[config.mk]
export PLATFORM = sky130hd
export DESIGN_NAME = sja_bus_target
export DESIGN_NICKNAME = d
export VERILOG_FILES = /design/src/rtl/sja_bus_target_pkg.sv /design/src/rtl/sja_bus_target_sync_nff.sv /design/src/rtl/sja_bus_target.sv
export SDC_FILE = /design/constraint.sdc
export NUM_CORES = 1
export LEC_CHECK = 0
export CORE_ASPECT_RATIO = 0.9
export CORE_UTILIZATION = 61
export CTS_CLUSTER_DIAMETER = 80
export DETAILED_ROUTE_END_ITERATION = 6
export GPL_TIMING_DRIVEN = 1
export PLACE_DENSITY_LB_ADDON = 0.08
export SLEW_MARGIN = 15
export SYNTH_ARGS = -nofsm -noshare
export SYNTH_HDL_FRONTEND = slang
export SYNTH_HIERARCHICAL = 1
export SYNTH_SLANG_ARGS = --single-unit
[constraint.sdc]
create_clock -name SYSCLK -period 3.1 [get_ports SYSCLK]
set_input_delay 0.775 -clock SYSCLK [delete_from_list [all_inputs] [get_ports SYSCLK]]
set_output_delay 0.775 -clock SYSCLK [all_outputs]
set_load 0.02 [all_outputs]
[src/rtl/sja_bus_target_pkg.sv]
// sja_bus_target shared types and constants.
// FSM encoding, register map and bus control bundle.
package sja_bus_target_pkg;

  typedef enum logic [2:0] {
    ST_IDLE = 3'd0,
    ST_ADDR = 3'd1,
    ST_SEL  = 3'd2,
    ST_RD   = 3'd3,
    ST_WR   = 3'd4
  } state_e;

  localparam logic [7:0] REG_IR      = 8'h03;
  localparam logic [7:0] REG_IER     = 8'h04;
  localparam logic [7:0] UNIMP_RDATA = 8'hFF;

  typedef struct packed {
    logic ale;
    logic cs_n;
    logic rd_n;
    logic wr_n;
  } bus_ctl_t;

  localparam bus_ctl_t CTL_IDLE = '{
    ale:  1'b0,
    cs_n: 1'b1,
    rd_n: 1'b1,
    wr_n: 1'b1
  };

endpackage

[src/rtl/sja_bus_target_sync_nff.sv]
// sync_nff: N-deep, W-wide input synchronizer.
// Reset loads RST_VAL so idle bus levels never look like edges.
module sync_nff #(
  parameter int         W       = 1,
  parameter int         STAGES  = 2,
  parameter logic [W-1:0] RST_VAL = '0
) (
  input  logic         clk,
  input  logic         rst_n,
  input  logic [W-1:0] d,
  output logic [W-1:0] q
);

  logic [W-1:0] sr [STAGES];

  always_ff @(posedge clk or negedge rst_n) begin
    if (!rst_n) begin
      for (int i = 0; i < STAGES; i++) begin
        sr[i] <= RST_VAL;
      end
    end else begin
      sr[0] <= d;
      for (int i = 1; i < STAGES; i++) begin
        sr[i] <= sr[i-1];
      end
    end
  end

  assign q = sr[STAGES-1];

endmodule

[src/rtl/sja_bus_target.sv]
// sja_bus_target: SJA1000-style Intel-mode bus responder.
// Emulates a CAN-controller register window with IR/IER interrupt.
module sja_bus_target
  import sja_bus_target_pkg::*;
#(
  parameter int NREGS       = 32,
  parameter int SYNC_STAGES = 2
) (
  input  logic       SYSCLK,
  input  logic       SYSRST_N,
  input  logic       BUS_ALE,
  input  logic       BUS_CS_N,
  input  logic       BUS_RD_N,
  input  logic       BUS_WR_N,
  input  logic [7:0] AD_IN,
  output logic [7:0] AD_OUT,
  output logic       AD_OE,
  input  logic [7:0] EVT_IN,
  output logic       REG_WE,
  output logic [7:0] REG_ADDR,
  output logic [7:0] REG_WDATA,
  output logic       INT_N
);

  localparam int AW = $clog2(NREGS);

  bus_ctl_t   ctl_raw;
  bus_ctl_t   ctl_s;
  logic [7:0] ad_s;

  state_e     state_q;
  state_e     state_d;
  logic [7:0] addr_q;
  logic [7:0] addr_d;
  logic [7:0] rdata_q;
  logic [7:0] rd_val;
  logic [7:0] wdata_q;
  logic [7:0] ir_q;
  logic [7:0] ier_q;
  logic       int_n_q;
  logic       we_q;
  logic [7:0] reg_addr_q;
  logic [7:0] reg_wdata_q;
  logic       rd_exit;
  logic       wr_exit;
  logic       rd_load;
  logic       ir_clr;
  logic [7:0] mem_q [NREGS];

  function automatic logic implemented(input logic [7:0] a);
    return {1'b0, a} < 9'(NREGS);
  endfunction

  assign ctl_raw = '{
    ale:  BUS_ALE,
    cs_n: BUS_CS_N,
    rd_n: BUS_RD_N,
    wr_n: BUS_WR_N
  };

  sync_nff #(
    .W       (4),
    .STAGES  (SYNC_STAGES),
    .RST_VAL (CTL_IDLE)
  ) u_sync_ctl (
    .clk   (SYSCLK),
    .rst_n (SYSRST_N),
    .d     (ctl_raw),
    .q     (ctl_s)
  );

  sync_nff #(
    .W       (8),
    .STAGES  (SYNC_STAGES),
    .RST_VAL (8'h00)
  ) u_sync_ad (
    .clk   (SYSCLK),
    .rst_n (SYSRST_N),
    .d     (AD_IN),
    .q     (ad_s)
  );

  // In RD/WR the strobe was low on entry, so a high level is the rising edge.
  always_comb begin
    state_d = state_q;
    rd_exit = 1'b0;
    wr_exit = 1'b0;
    unique case (state_q)
      ST_IDLE: begin
        if (ctl_s.ale) state_d = ST_ADDR;
      end
      ST_ADDR: begin
        if (!ctl_s.ale) state_d = ST_SEL;
      end
      ST_SEL: begin
        if (ctl_s.ale) begin
          state_d = ST_ADDR;
        end else if (!ctl_s.cs_n && !ctl_s.wr_n) begin
          state_d = ST_WR;
        end else if (!ctl_s.cs_n && !ctl_s.rd_n) begin
          state_d = ST_RD;
        end
      end
      ST_RD: begin
        if (ctl_s.rd_n || ctl_s.cs_n) begin
          state_d = ST_SEL;
          rd_exit = 1'b1;
        end
      end
      ST_WR: begin
        if (ctl_s.wr_n || ctl_s.cs_n) begin
          state_d = ST_SEL;
          wr_exit = 1'b1;
        end
      end
      default: state_d = ST_IDLE;
    endcase
  end

  assign addr_d = (state_q == ST_ADDR) ? ad_s : addr_q;

  assign rd_load =
    ((state_d == ST_SEL) && (state_q != ST_SEL)) ||
    ((state_d == ST_RD) && (state_q == ST_SEL));

  always_comb begin
    rd_val = UNIMP_RDATA;
    if (implemented(addr_d)) begin
      unique case (1'b1)
        (addr_d == REG_IR):  rd_val = ir_q;
        (addr_d == REG_IER): rd_val = ier_q;
        default:             rd_val = mem_q[addr_d[AW-1:0]];
      endcase
    end
  end

  assign ir_clr = rd_exit && (addr_q == REG_IR);

  always_ff @(posedge SYSCLK or negedge SYSRST_N) begin
    if (!SYSRST_N) begin
      state_q     <= ST_IDLE;
      addr_q      <= 8'h00;
      rdata_q     <= 8'h00;
      wdata_q     <= 8'h00;
      ir_q        <= 8'h00;
      ier_q       <= 8'h00;
      int_n_q     <= 1'b1;
      we_q        <= 1'b0;
      reg_addr_q  <= 8'h00;
      reg_wdata_q <= 8'h00;
    end else begin
      state_q <= state_d;
      addr_q  <= addr_d;
      if (rd_load) rdata_q <= rd_val;
      if ((state_q == ST_WR) && !wr_exit) wdata_q <= ad_s;
      // A same-cycle event wins over the read-clear.
      ir_q <= (ir_clr ? 8'h00 : ir_q) | EVT_IN;
      if (wr_exit && (addr_q == REG_IER)) ier_q <= wdata_q;
      int_n_q <= ~|(ir_q & ier_q);
      we_q    <= wr_exit;
      if (wr_exit) begin
        reg_addr_q  <= addr_q;
        reg_wdata_q <= wdata_q;
      end
    end
  end

  always_ff @(posedge SYSCLK or negedge SYSRST_N) begin
    if (!SYSRST_N) begin
      for (int i = 0; i < NREGS; i++) begin
        mem_q[i] <= 8'h00;
      end
    end else if (wr_exit && implemented(addr_q) &&
                 (addr_q != REG_IR) && (addr_q != REG_IER)) begin
      mem_q[addr_q[AW-1:0]] <= wdata_q;
    end
  end

  assign AD_OUT    = rdata_q;
  assign AD_OE     = ~BUS_CS_N & ~BUS_RD_N;
  assign REG_WE    = we_q;
  assign REG_ADDR  = reg_addr_q;
  assign REG_WDATA = reg_wdata_q;
  assign INT_N     = int_n_q;

endmodule

Word level (Yosys, flattened, before mapping)
Index checks and enable logic that the tools add are counted.
{ "op_classes": {"n_lt_le_gt_ge": 5, "eq_ne": 13, "muxes": 22, "bitwise": 7, "n_reduce_logical": 21} }
{ "op_table": {"columns": ["operator", "count"], "rows": [
  ["bitwise mux 256 bit", 1],
  ["2-to-1 mux 8 bit", 6],
  ["binary-select mux 8 bit (select 5 bit)", 1],
  ["demux 8 bit (select 5 bit)", 1],
  ["2-to-1 mux 3 bit", 7],
  ["equality test 8 x 2 -> 1 bit (second input constant)", 2],
  ["equality test 8 x 3 -> 1 bit (second input constant)", 2],
  ["< comparator 8 x 6 -> 1 bit (second input constant)", 2],
  ["one-hot mux 8 bit (2 select lines)", 1],
  ["one-hot mux 3 bit (5 select lines)", 1],
  ["equality test 3 x 2 -> 1 bit (second input constant)", 4],
  ["greater-or-equal comparator 6 bit (second input constant)", 2],
  ["NOT 5 -> 6 bit", 2],
  ["logical AND 1 bit", 11],
  ["AND 8 bit", 1],
  ["inequality test 8 x 2 -> 1 bit (second input constant)", 1],
  ["inequality test 8 x 3 -> 1 bit (second input constant)", 1],
  ["bitwise OR 8 bit", 1],
  ["OR reduction 8 bit", 1],
  ["< comparator 6 x 1 -> 1 bit (second input constant)", 1],
  ["zero test 1 bit", 5],
  ["2-to-1 mux 1 bit", 4],
  ["equality test 3 x 1 -> 1 bit (second input constant)", 1],
  ["equality test 3 bit (second input constant)", 1],
  ["other kinds (5)", 8]
]} }
{ "word_totals": {"register_bits": 341, "in_bits": 22, "output_inout_bits": 27, "wordCells": 114} }

Logic depth before layout (Yosys ltp)
Gate-level depths: netlist of the first run.
{ "depth": {"ltp_word": 9, "ltp_mapped": 12, "ltp_nobuf": 8} }

Modules after synthesis
Netlist of the first run, hierarchy kept.
{ "by_module_without_submodules": {"columns": ["mod", "n_inst", "cells_per_inst", "area_each_um2", "seq_area_each_um2"], "rows": [
  ["sja_bus_target", 1, 1205, 14557.7, 7933.9],
  ["sync_nff (u_sync_ad)", 1, 24, 460.4, 400.4],
  ["sync_nff (u_sync_ctl)", 1, 12, 237.7, 207.7]
]} }

Worst setup path after synthesis of the first run
Ideal clock, no wire load.
{ "synth_path": {"path_kind": "register to register", "from": "register state_q[1]", "to": "register mem_q[144] (netlist bit)", "setup_time_ps": 125, "t_arrival_ps": 2439, "t_required_ps": 2975, "slack_ps": 536, "stages_incl_launch_ff": 10, "synth_period_minus_slack_ps": 2564, "path_cell_list": "dfrtp_1 > buf_2 > nor3b_2 > o21ai_2 > or2_0 > buf_2 > or3b_1 > clkbuf_1 > nor3_4 > mux2_2"} }
{ "synth_between": {"elab_chain_cells": 5} }
{ "synth_lines": {"columns": ["item", "line_no", "text"], "rows": [
  ["start: declaration", "sja_bus_target.sv:31", "state_e state_q;"],
  ["start signal: assignment", "sja_bus_target.sv:152", "state_q <= state_d;"],
  ["equality test 3 bit", "sja_bus_target.sv:88", "unique case (state_q)"],
  ["2-to-1 mux 1 bit", "sja_bus_target.sv:88", null],
  ["logical AND 1 bit (2 in series)", "sja_bus_target.sv:173", "end else if (wr_exit && implemented(addr_q) &&"],
  ["logical AND 1 bit", "sja_bus_target.sv:174", "(addr_q != REG_IR) && (addr_q != REG_IER)) begin"],
  ["end signal: indexed assignment", "sja_bus_target.sv:175", "mem_q[addr_q[AW-1:0]] <= wdata_q;"],
  ["end: declaration", "sja_bus_target.sv:48", "logic [7:0] mem_q [NREGS];"]
]} }
Every way passes these cells.
A chain may end at the register's enable or synchronous reset.

Final worst setup path of the first run
{ "layout_path": {"from": "register state_q[1]", "to": "register mem_q[151] (netlist bit)"} }
The elaborated chain is that of the path after synthesis.

==> results of run 1 <==
-- what timing repair did --
action,in CTS,in global routing
endpoints found under the hold margin,0,0
resized for setup,0,2
setup endpoints to repair,0,3
buffers inserted,0,1
-- final timing paths --
| path | startpoint | to | slack, ns | cells past startpoint |
|---|---|---|---|---|
| worst max-delay path | state_q[1] | mem_q[151] | 0.13 | 7 |
| min in group SYSCLK | u_sync_ad/sr[15] | u_sync_ad/q[7] | 0.35 | 0 |
| worst max register to register | state_q[1] | mem_q[151] | 0.13 | 7 |
| max in group asynchronous | SYSRST_N | u_sync_ctl/q[1] | 1.97 | 2 |
| worst min-delay path | SYSRST_N | REG_WDATA[0] | 0.21 | 1 |
| worst min register to register | u_sync_ad/sr[15] | u_sync_ad/q[7] | 0.35 | 0 |
-- worst reg2reg max path, delay by kind of cell, from the launching register on --
kind | cells | cell delay, ns
muxes | 1 | 0.40
DFF | 1 | 0.44
AOI/OAI and AO/OA | 1 | 0.09
buffers and inverters | 1 | 0.19
and+or+nand+nor | 4 | 1.70
-- stage by stage --
stage          cells  power, mW  setup slack, ns  instance area, µm²
4_1_cts         1638      12.44           0.1349               17400
6_report        1639      12.50           0.1330               17430
5_1_grt         1639      12.91          0.03327               17430
3_3_place_gp    1578      8.204           0.2101               16260
3_5_place_dp    1578      8.250           0.1736               16260
2_1_floorplan   1241      6.846           0.5359               15260
-- flip-flops by register name (all words and copies together) (netlist names) --
| register | flops |
|---|---|
| u_sync_ctl/q | 4 |
| wdata_q | 8 |
| state_q | 3 |
| addr_q | 8 |
| INT_N | 1 |
| REG_WDATA | 8 |
| ier_q | 8 |
| u_sync_ctl/sr | 4 |
| u_sync_ad/sr | 8 |
| mem_q | 256 |
| REG_WE | 1 |
| u_sync_ad/q | 8 |
| REG_ADDR | 8 |
| AD_OUT | 8 |
| ir_q | 8 |
-- metal layers --
metal  share of wire  up-vias
li1                -     4470
met4           0.030        0
met3           0.075       82
met1            0.44     5303
met5               0        -
met2            0.45      385
-- logic make-up (layout without fill, tap and decap cells) --
family	count (synthesis)	in the layout	synth area share
AO/OA/AOI/OAI	147	147	0.06930
buffers and inverters	134	196	0.04002
AND/OR/NAND/NOR	306	306	0.09825
multiplexers	313	313	0.2325
flip-flops	341	341	0.5599
-- power by group through the flow --
| stage | registers, mW | logic, mW | clock network (mW) |
|---|---|---|---|
| finish | 4.95 | 3.34 | 4.21 |
| floorplan | 4.93 | 1.92 | 0 |
| global placement | 5.01 | 3.19 | 0 |
| detailed placement | 5.01 | 3.24 | 0 |
| global route | 4.95 | 3.53 | 4.43 |
| CTS | 4.93 | 3.25 | 4.26 |
-- final cells by class --
class,instances,area share
repair buffers,115,0.06340
clock buffers,52,0.05981
multi-input cells,766,0.3518
clock inverters,8,0.005816
flip-flops and latches,341,0.4902
inverters,21,0.004882
well taps,336,0.02412
-- cells in the final DEF, fill, tap and decap left out, types with 15 or more instances in the layout --
cell type	count
buf_4	57
clkbuf_16	37
mux2_2	248
o22ai_1	15
inv_1	18
a211oi_1	30
nand2_1	184
clkdlybuf4s50_1	47
a311oi_1	18
nand3_1	18
mux2i_1	53
a21oi_1	17
nor4_1	18
dfrtp_1	334
==> results.ini, run 1 <==
[setup_path]
critPathTopFamily = simple AND/OR/NAND/NOR gates
crit_type = flip-flop to flip-flop
cp.required_ns = 3.49
cpPeakStageDelay_ns = 0.61
path_cells = buf_4 > nor3b_2 > o21ai_2 > or2_0 > or3b_1 > nor3_4 > mux2_2
worstSetupEndpointType = flip-flop
start_kind = flip-flop
crit_path_max_fanout = 8
worstPathArrival_ns = 3.36
cpMaxStageDelayCell = or3b_1
cp_num_buf_inv = 1

[final_layout]
area_growth_pct = 14.23
fill_cells = 1685
drive_gt1_frac = 0.3147
nNetsFinal = 1302
fin_util = 0.7145
ff_latch_area_um2 = 8542
num_antenna_cells = 0
multi_input_area_um2 = 6131

[clock_tree]
cts_tree = yes
clock_path_buffers = 3
htreeDepth = 2
cts_buffers = 35
clock_sinks = 341
clkTransAtPathRegs_ns = 0.06
cts-hold-fix-buffers = 0
clk_latency_ns = 0.52
cts-root-buf = clkbuf_16

[floorplanning]
core_um2 = 24390
die_w_um = 168.7
core.rowCount = 54
start_util = 0.6255
dieArea_um2 = 25650
io_pins = 49
die_y_um = 152.0

[synth]
syn_area_um2 = 15260
syn_nets = 1263
netlist.area_leader.share = 0.5479
synth_cells = 1241
synth_common_cells = dfrtp_1, mux2_2, nand2_1
yosys-top-cells-area = dfrtp_1, mux2_2, nand2_1
synth_top_cell_by_area = dfrtp_1
avgSynthCellArea_um2 = 12.29
synthArstFlopShare = 1.000
synth-edff-count = 0
ys_ff_latch = 341
yosysMostFrequentCell = dfrtp_1
ys.flop_type = dfrtp_1
yosysWarnings = 6
ys_seq_area_frac = 0.5599
yosysUniqueCellTypes = 61

[timing]
clock_skew_ns = 0.01456
period_minus_slack_ns = 2.967
relSlewSlack = 0.2364
worstMarginPinSlew_ns = 1.145
whs_ns = 0.2111
fmax_mhz = 337.0
finalHoldViolations = 0
drv_slew = 0
rsz0062_at_grt = false
setup_tns_ns = 0
setup_viol = 0
post-route-period-util = 0.9571

[global_route]
gr-usage-met2 = 0.4730
grt_usage = 0.3145
grt_start_max_net_pins = 91
grt-ovfl-total = 0
busiest_layer = met2
grt_pass1_wl_mm = 61.69
grt_antenna_before_repair = 0
grt_use_met1 = 0.4592
grt_util_met3 = 0.06616
grt_pass1_vias = 10470

[route]
detail_route.first_pass.iterations = 7
wl_per_cell_um = 23.62
drt_iter0_markers = 926
post_drt_via_cell_ratio = 6.248
route.detailed.drc = 0
vias = 10240
totalWireLength_mm = 38.72
antenna_left = 0

[pwr]
leakage_nw = 8.064
pwr-share-seq = 0.396
power.internal_mw = 8.371
switching_power_mw = 4.128
power_switching_share = 0.3303
power_density_nw_per_um2 = 717.2
ir_worst_vdd_v = 0.0005412
power_frac_clock = 0.337
comb_power_share = 0.267

[outcome]
status = finished, final reports clean

[worst_hold_path]
min_path_type = input pin to asynchronous set/reset pin

[placed_design]
io_buffers = 48
dpl.hpwl_mm = 25.83
place_congestion = 0.9317

[job]
cap_violations = 0

(Power assumes the default switching activity.)
==> run 2, diff against run 1 <==
Settings changed: CORE_MARGIN set to 2.
==> run 2 against run 1 <==
  * Clock skew increased by 0.011 ns
  * The flow now finishes with violations (DRC)
  * Largest cell class unchanged
  * Final area increased by 0.50%
  * Clock power increased by 5.2%
  * First-iteration DRC count increased by 2.3%
  * Cell count increased by 0.31%
  * Die area increased by 2.5%
  * Core utilization increased by 0.35 points
  * Flip-flop and latch count unchanged
  * Maximum frequency increased by 0.32%
  * Combinational power increased by 1%
  * Worst setup slack improved by 0.0095 ns
  * Sequential share of layout area decreased by 0.24 points
  * Critical endpoint is now AD_OUT[1]
==> results.ini, run 2 (synthesized netlist as in run 1, its figures left out) <==
[timing]
worstMarginPinSlew_ns = 0.7899  ; -0.3555 ns
finalHoldViolations = 0  ; unchanged
post-route-period-util = 0.9540  ; -0.003049
relSlewSlack = 0.4734  ; +0.2370
setup_tns_ns = 0  ; unchanged
clock_skew_ns = 0.02571  ; +0.01114 ns
rsz0062_at_grt = false
period_minus_slack_ns = 2.958  ; -0.009453 ns
whs_ns = 0.1538  ; -0.05723 ns
setup_viol = 0  ; unchanged
drv_slew = 0  ; unchanged
fmax_mhz = 338.1  ; +0.32%

[job]
cap_violations = 0  ; unchanged

[worst_hold_path]
min_path_type = input pin to asynchronous set/reset pin

[setup_path]
reg2reg_to = AD_OUT[1]
crit_path_max_fanout = 12  ; +4
crit_type = flip-flop to flip-flop
reg2regPathDepth = 8  ; +1
r2r_setup_slack_ns = 0.14  ; about the same
cpPeakStageDelay_ns = 0.45  ; -0.16 ns
path_cells = nor3b_2 > buf_4 > mux2i_1 > or2_0 > o22ai_1 > a31oi_1 > a211o_1 > a31oi_1
cp.required_ns = 3.49  ; about the same
cp.depth = 8  ; +1
worstSetupEndpointType = flip-flop
cpMaxStageDelayCell = dfrtp_1
critPathTopFamily = compound AO/OA/AOI/OAI gates
r2r-start = state_q[2]
cp_num_buf_inv = 1  ; unchanged
start_kind = flip-flop
worstPathArrival_ns = 3.34  ; -0.02 ns
cpMostUsedCell = a31oi_1

[floorplanning]
start_util = 0.6255  ; unchanged
core_um2 = 24390  ; unchanged
die_y_um = 154.0  ; +1.3%
core.rowCount = 54  ; unchanged
die_w_um = 170.7  ; +1.2%
io_pins = 49  ; unchanged
dieArea_um2 = 26290  ; +2.5%

[final_layout]
num_antenna_cells = 0  ; unchanged
nNetsFinal = 1304  ; +0.15%
stdcell_count = 1644  ; +0.31%
largest_reg_flops = 256  ; unchanged
regMostFlops = mem_q
layout_commonest_cell = dfrtp_1
final_cell_mix = dfrtp_1, mux2_2, nand2_1
final_area_um2 = 17510  ; +0.50%
area_growth_pct = 14.80
drive_gt1_frac = 0.3173  ; +0.002620

[global_route]
grt_pass1_wl_mm = 60.93  ; -1.2%
grt_usage = 0.3066  ; -0.007889
grt-ovfl-total = 0  ; unchanged
grt_antenna_before_repair = 0  ; unchanged
grt_start_max_net_pins = 99  ; +8.8%
grt_pass1_vias = 10270  ; -1.9%

[placed_design]
dpl.hpwl_mm = 25.41  ; -1.6%
dpl_cell_area_um2 = 16300  ; +0.25%
place_congestion = 0.9320  ; about the same
io_buffers = 48  ; unchanged
dp_cells = 1580  ; +0.13%

[clock_tree]
post_cts_buffers = 0  ; unchanged
cts-root-buf = clkbuf_16
clkTransAtPathRegs_ns = 0.06  ; about the same
clock_path_buffers = 3  ; unchanged
clk_latency_ns = 0.53  ; about the same
cts_resized = 0  ; unchanged
clock_sinks = 341  ; unchanged
cts_buffers = 36  ; +2.9%
cts_tree = yes
htreeDepth = 2  ; unchanged
cts-hold-fix-buffers = 0  ; unchanged

[pwr]
leakage_nw = 8.132  ; +0.84%
power_density_nw_per_um2 = 728.3  ; +1.5%
ir_worst_vdd_v = 0.0005429  ; +0.32%

[route]
totalWireLength_mm = 38.74  ; about the same
wl_per_cell_um = 23.56  ; -0.24%
route.detailed.drc = 6  ; +6
drt_iter0_markers = 947  ; +2.3%
vias = 10220  ; -0.20%
antenna_left = 0  ; unchanged
post_drt_via_cell_ratio = 6.217  ; -0.50%
detail_route.first_pass.iterations = 7  ; unchanged

[outcome]
status = finished, violations left
violations = DRC

## run 2: worst max path at each step
stage,start,to,slack (ns)
4_1_cts,state_q[2],mem_q[40],0.18
5_1_grt,state_q[2],AD_OUT[1],0.004
2_1_floorplan,state_q[1],mem_q[144],0.54
6_report,state_q[2],AD_OUT[1],0.14
3_3_place_gp,state_q[2],mem_q[73],0.28
3_5_place_dp,state_q[2],AD_OUT[0],0.22
## run 2: cell type report
class,instances,area [µm²]
fillers,1690,6878
flip-flops and latches,341,8542
repair buffers,116,1121
clock buffers,51,1039
clock inverters,13,178.9
inverters,21,81.33
well taps,336,420.4
multi-input cells,766,6131
## run 2: stage by stage
step	total power [mW]	utilization	setup WS (ns)
6_report	12.75	0.7180	0.1424
5_1_grt	13.22	0.7180	0.004184
4_1_cts	12.76	0.7180	0.1789
3_5_place_dp	8.330	0.6681	0.2211
3_3_place_gp	8.309	0.6681	0.2779
2_1_floorplan	6.846	-	0.5359
## run 2: where the power goes
part / switching (mW) / total, mW / internal (mW)
Clock: 1.75 / 4.43 / 2.68
Sequential: 0.303 / 4.94 / 4.64
Combinational: 2.16 / 3.38 / 1.22
## run 2: per-layer routing
metal  wire length, µm  track usage  part of all wire  up-vias
met2             17500       0.4558              0.45      433
met3              2977      0.05199             0.077      107
met5                 0            0                 0        -
li1                  -            -                 -     4472
met4              1480       0.1123             0.038        0
met1             16780       0.4570              0.43     5208
==> run 3, diff against run 2 <==
Settings changed: CTS_CLUSTER_DIAMETER 80 to 60.
==> run 3 against run 2 <==
  * Combinational power is essentially flat
  * Wire length increased by 0.11%
  * Via count up 0.21%
  * Final area barely moved
  * Global-route usage hardly changed
  * First-iteration DRC count down 3.2%
  * Clock-buffer cell count increased by 1
  * Critical endpoint is now mem_q[75]
  * Sequential power hardly changed
  * The run now ends clean
  * Worst setup slack lost 0.019 ns
==> results.ini, run 3 (synthesized netlist as in run 1, its figures left out) <==
[clock_tree]
clkTransAtPathRegs_ns = 0.06  ; about the same
cts-root-buf = clkbuf_16
htreeDepth = 2  ; unchanged
cts_resized = 0  ; unchanged
clock_path_buffers = 3  ; unchanged
clk_latency_ns = 0.53  ; about the same
cts_tree = yes
cts_buffers = 36  ; unchanged
clock_sinks = 341  ; unchanged

[floorplanning]
die_y_um = 154.0  ; unchanged
dieArea_um2 = 26290  ; unchanged
die_w_um = 170.7  ; unchanged
core_um2 = 24390  ; unchanged
start_util = 0.6255  ; unchanged
io_pins = 49  ; unchanged
core.rowCount = 54  ; unchanged

[global_route]
grt_pass1_vias = 10280  ; +0.17%
grt_pass1_wl_mm = 60.96  ; about the same
grt-ovfl-total = 0  ; unchanged
grt_usage = 0.3068  ; about the same
grt_antenna_before_repair = 0  ; unchanged
grt_start_max_net_pins = 99  ; unchanged

[setup_path]
cpPeakStageDelay_ns = 0.47  ; +0.02 ns
worstSetupEndpointType = flip-flop
crit_start = state_q[2]
critPathTopFamily = simple AND/OR/NAND/NOR gates
cp.required_ns = 3.50  ; about the same
cpMostUsedCell = buf_4
reg2reg_to = mem_q[75]
start_kind = flip-flop
cp_num_buf_inv = 3  ; +2
worstPathArrival_ns = 3.37  ; +0.03 ns
crit_type = flip-flop to flip-flop
path_cells = buf_4 > nor3b_2 > o21ai_2 > or2_0 > buf_4 > nor3b_1 > buf_4 > nand3_1 > mux2_2
r2r-start = state_q[2]
crit_path_max_fanout = 8  ; -4
r2r_setup_slack_ns = 0.12  ; -0.02 ns
cpMaxStageDelayCell = dfrtp_1
reg2regPathDepth = 9  ; +1

[timing]
setup_tns_ns = 0  ; unchanged
setup_viol = 0  ; unchanged
whs_ns = 0.1664  ; +0.01253 ns
relSlewSlack = 0.4485  ; -0.02485
fmax_mhz = 335.9  ; -0.64%
period_minus_slack_ns = 2.977  ; +0.01915 ns
drv_slew = 0  ; unchanged
finalHoldViolations = 0  ; unchanged
worstMarginPinSlew_ns = 0.8272  ; +0.03727 ns
post-route-period-util = 0.9602  ; +0.006176
rsz0062_at_grt = false
clock_skew_ns = 0.02916  ; +0.003453 ns

[route]
route.detailed.drc = 0  ; -6
wl_per_cell_um = 23.58  ; about the same
detail_route.first_pass.iterations = 5  ; -2
totalWireLength_mm = 38.78  ; +0.11%
drt_iter0_markers = 917  ; -3.2%
vias = 10240  ; +0.21%
antenna_left = 0  ; unchanged
post_drt_via_cell_ratio = 6.226  ; +0.14%

[worst_hold_path]
min_path_type = input pin to asynchronous set/reset pin

[placed_design]
io_buffers = 48  ; unchanged
place_congestion = 0.9320  ; unchanged
dp_cells = 1580  ; unchanged
dpl_cell_area_um2 = 16300  ; unchanged
dpl.hpwl_mm = 25.41  ; unchanged

[final_layout]
largest_reg_flops = 256  ; unchanged
drive_gt1_frac = 0.3178  ; +0.0005216
final_area_um2 = 17510  ; about the same
num_antenna_cells = 0  ; unchanged
regMostFlops = mem_q
nNetsFinal = 1305  ; +0.077%
ff_latch_area_um2 = 8542  ; unchanged
multi_input_area_um2 = 6131  ; unchanged
final_cell_mix = dfrtp_1, mux2_2, nand2_1
fill_cells = 1691  ; +0.059%
layout_commonest_cell = dfrtp_1
area_growth_pct = 14.75  ; about the same
stdcell_count = 1645  ; +0.061%

[pwr]
ir_worst_vdd_v = 0.0005415  ; -0.26%
power_density_nw_per_um2 = 726.0  ; -0.31%
leakage_nw = 8.125  ; about the same
totalPowerFinal_mw = 12.71  ; -0.35%

[outcome]
status = finished, final reports clean

[job]
cap_violations = 0  ; unchanged

## run 3: routing by layer
metal  wire (µm)  vias to the layer above  GRT usage
met2       17480                      421     0.4546
met1       16830                     5244     0.4555
met5           0                        -          0
met4        1475                        0     0.1144
li1            -                     4476          -
met3        2999                      100    0.05560
## run 3: what timing repair did
| item | CTS | global route |
|---|---|---|
| hold buffers | 0 | 0 |
| setup buffers | 0 | 1 |
| endpoints found under the setup margin | 0 | 4 |
## run 3: per-stage QoR
step / setup slack, ns / utilization
after floorplan: 0.5359 / -
after global placement: 0.2779 / 0.6681
after detailed placement: 0.2211 / 0.6681
after CTS: 0.1620 / 0.7175
after global routing: 0.0005149 / 0.7178
final: 0.1233 / 0.7178
## run 3: how the worst max path moves through the flow
stage                      end  slack (ns)  cells after the start
global route         AD_OUT[1]      0.0005                      8
CTS                  mem_q[40]        0.16                      9
detailed placement   AD_OUT[0]        0.22                      8
finish               mem_q[75]        0.12                      9
floorplan           mem_q[144]        0.54                      9
global placement     mem_q[73]        0.28                      9
## run 3: layout make-up
type | count | area share
Sequential cell | 341 | 0.4879
Multi-Input combinational cell | 766 | 0.3502
Timing Repair Buffer | 117 | 0.06447
Clock buffer | 52 | 0.06011
Tap cell | 336 | 0.02401
Clock inverter | 12 | 0.008648
Inverter | 21 | 0.004646
## run 3: power breakdown
| group | total (mW) | switching [mW] | internal (mW) |
|---|---|---|---|
| clock network | 4.38 | 1.76 | 2.62 |
| logic | 3.39 | 2.16 | 1.22 |
| registers | 4.94 | 0.305 | 4.64 |
## run 3: worst register-to-register path, cell delays in order, from the launching register on
cell and delay (ns):
dfrtp_1 0.47, buf_4 0.19, nor3b_2 0.20, o21ai_2 0.10
or2_0 0.36, buf_4 0.21, nor3b_1 0.26, buf_4 0.21
nand3_1 0.41, mux2_2 0.43
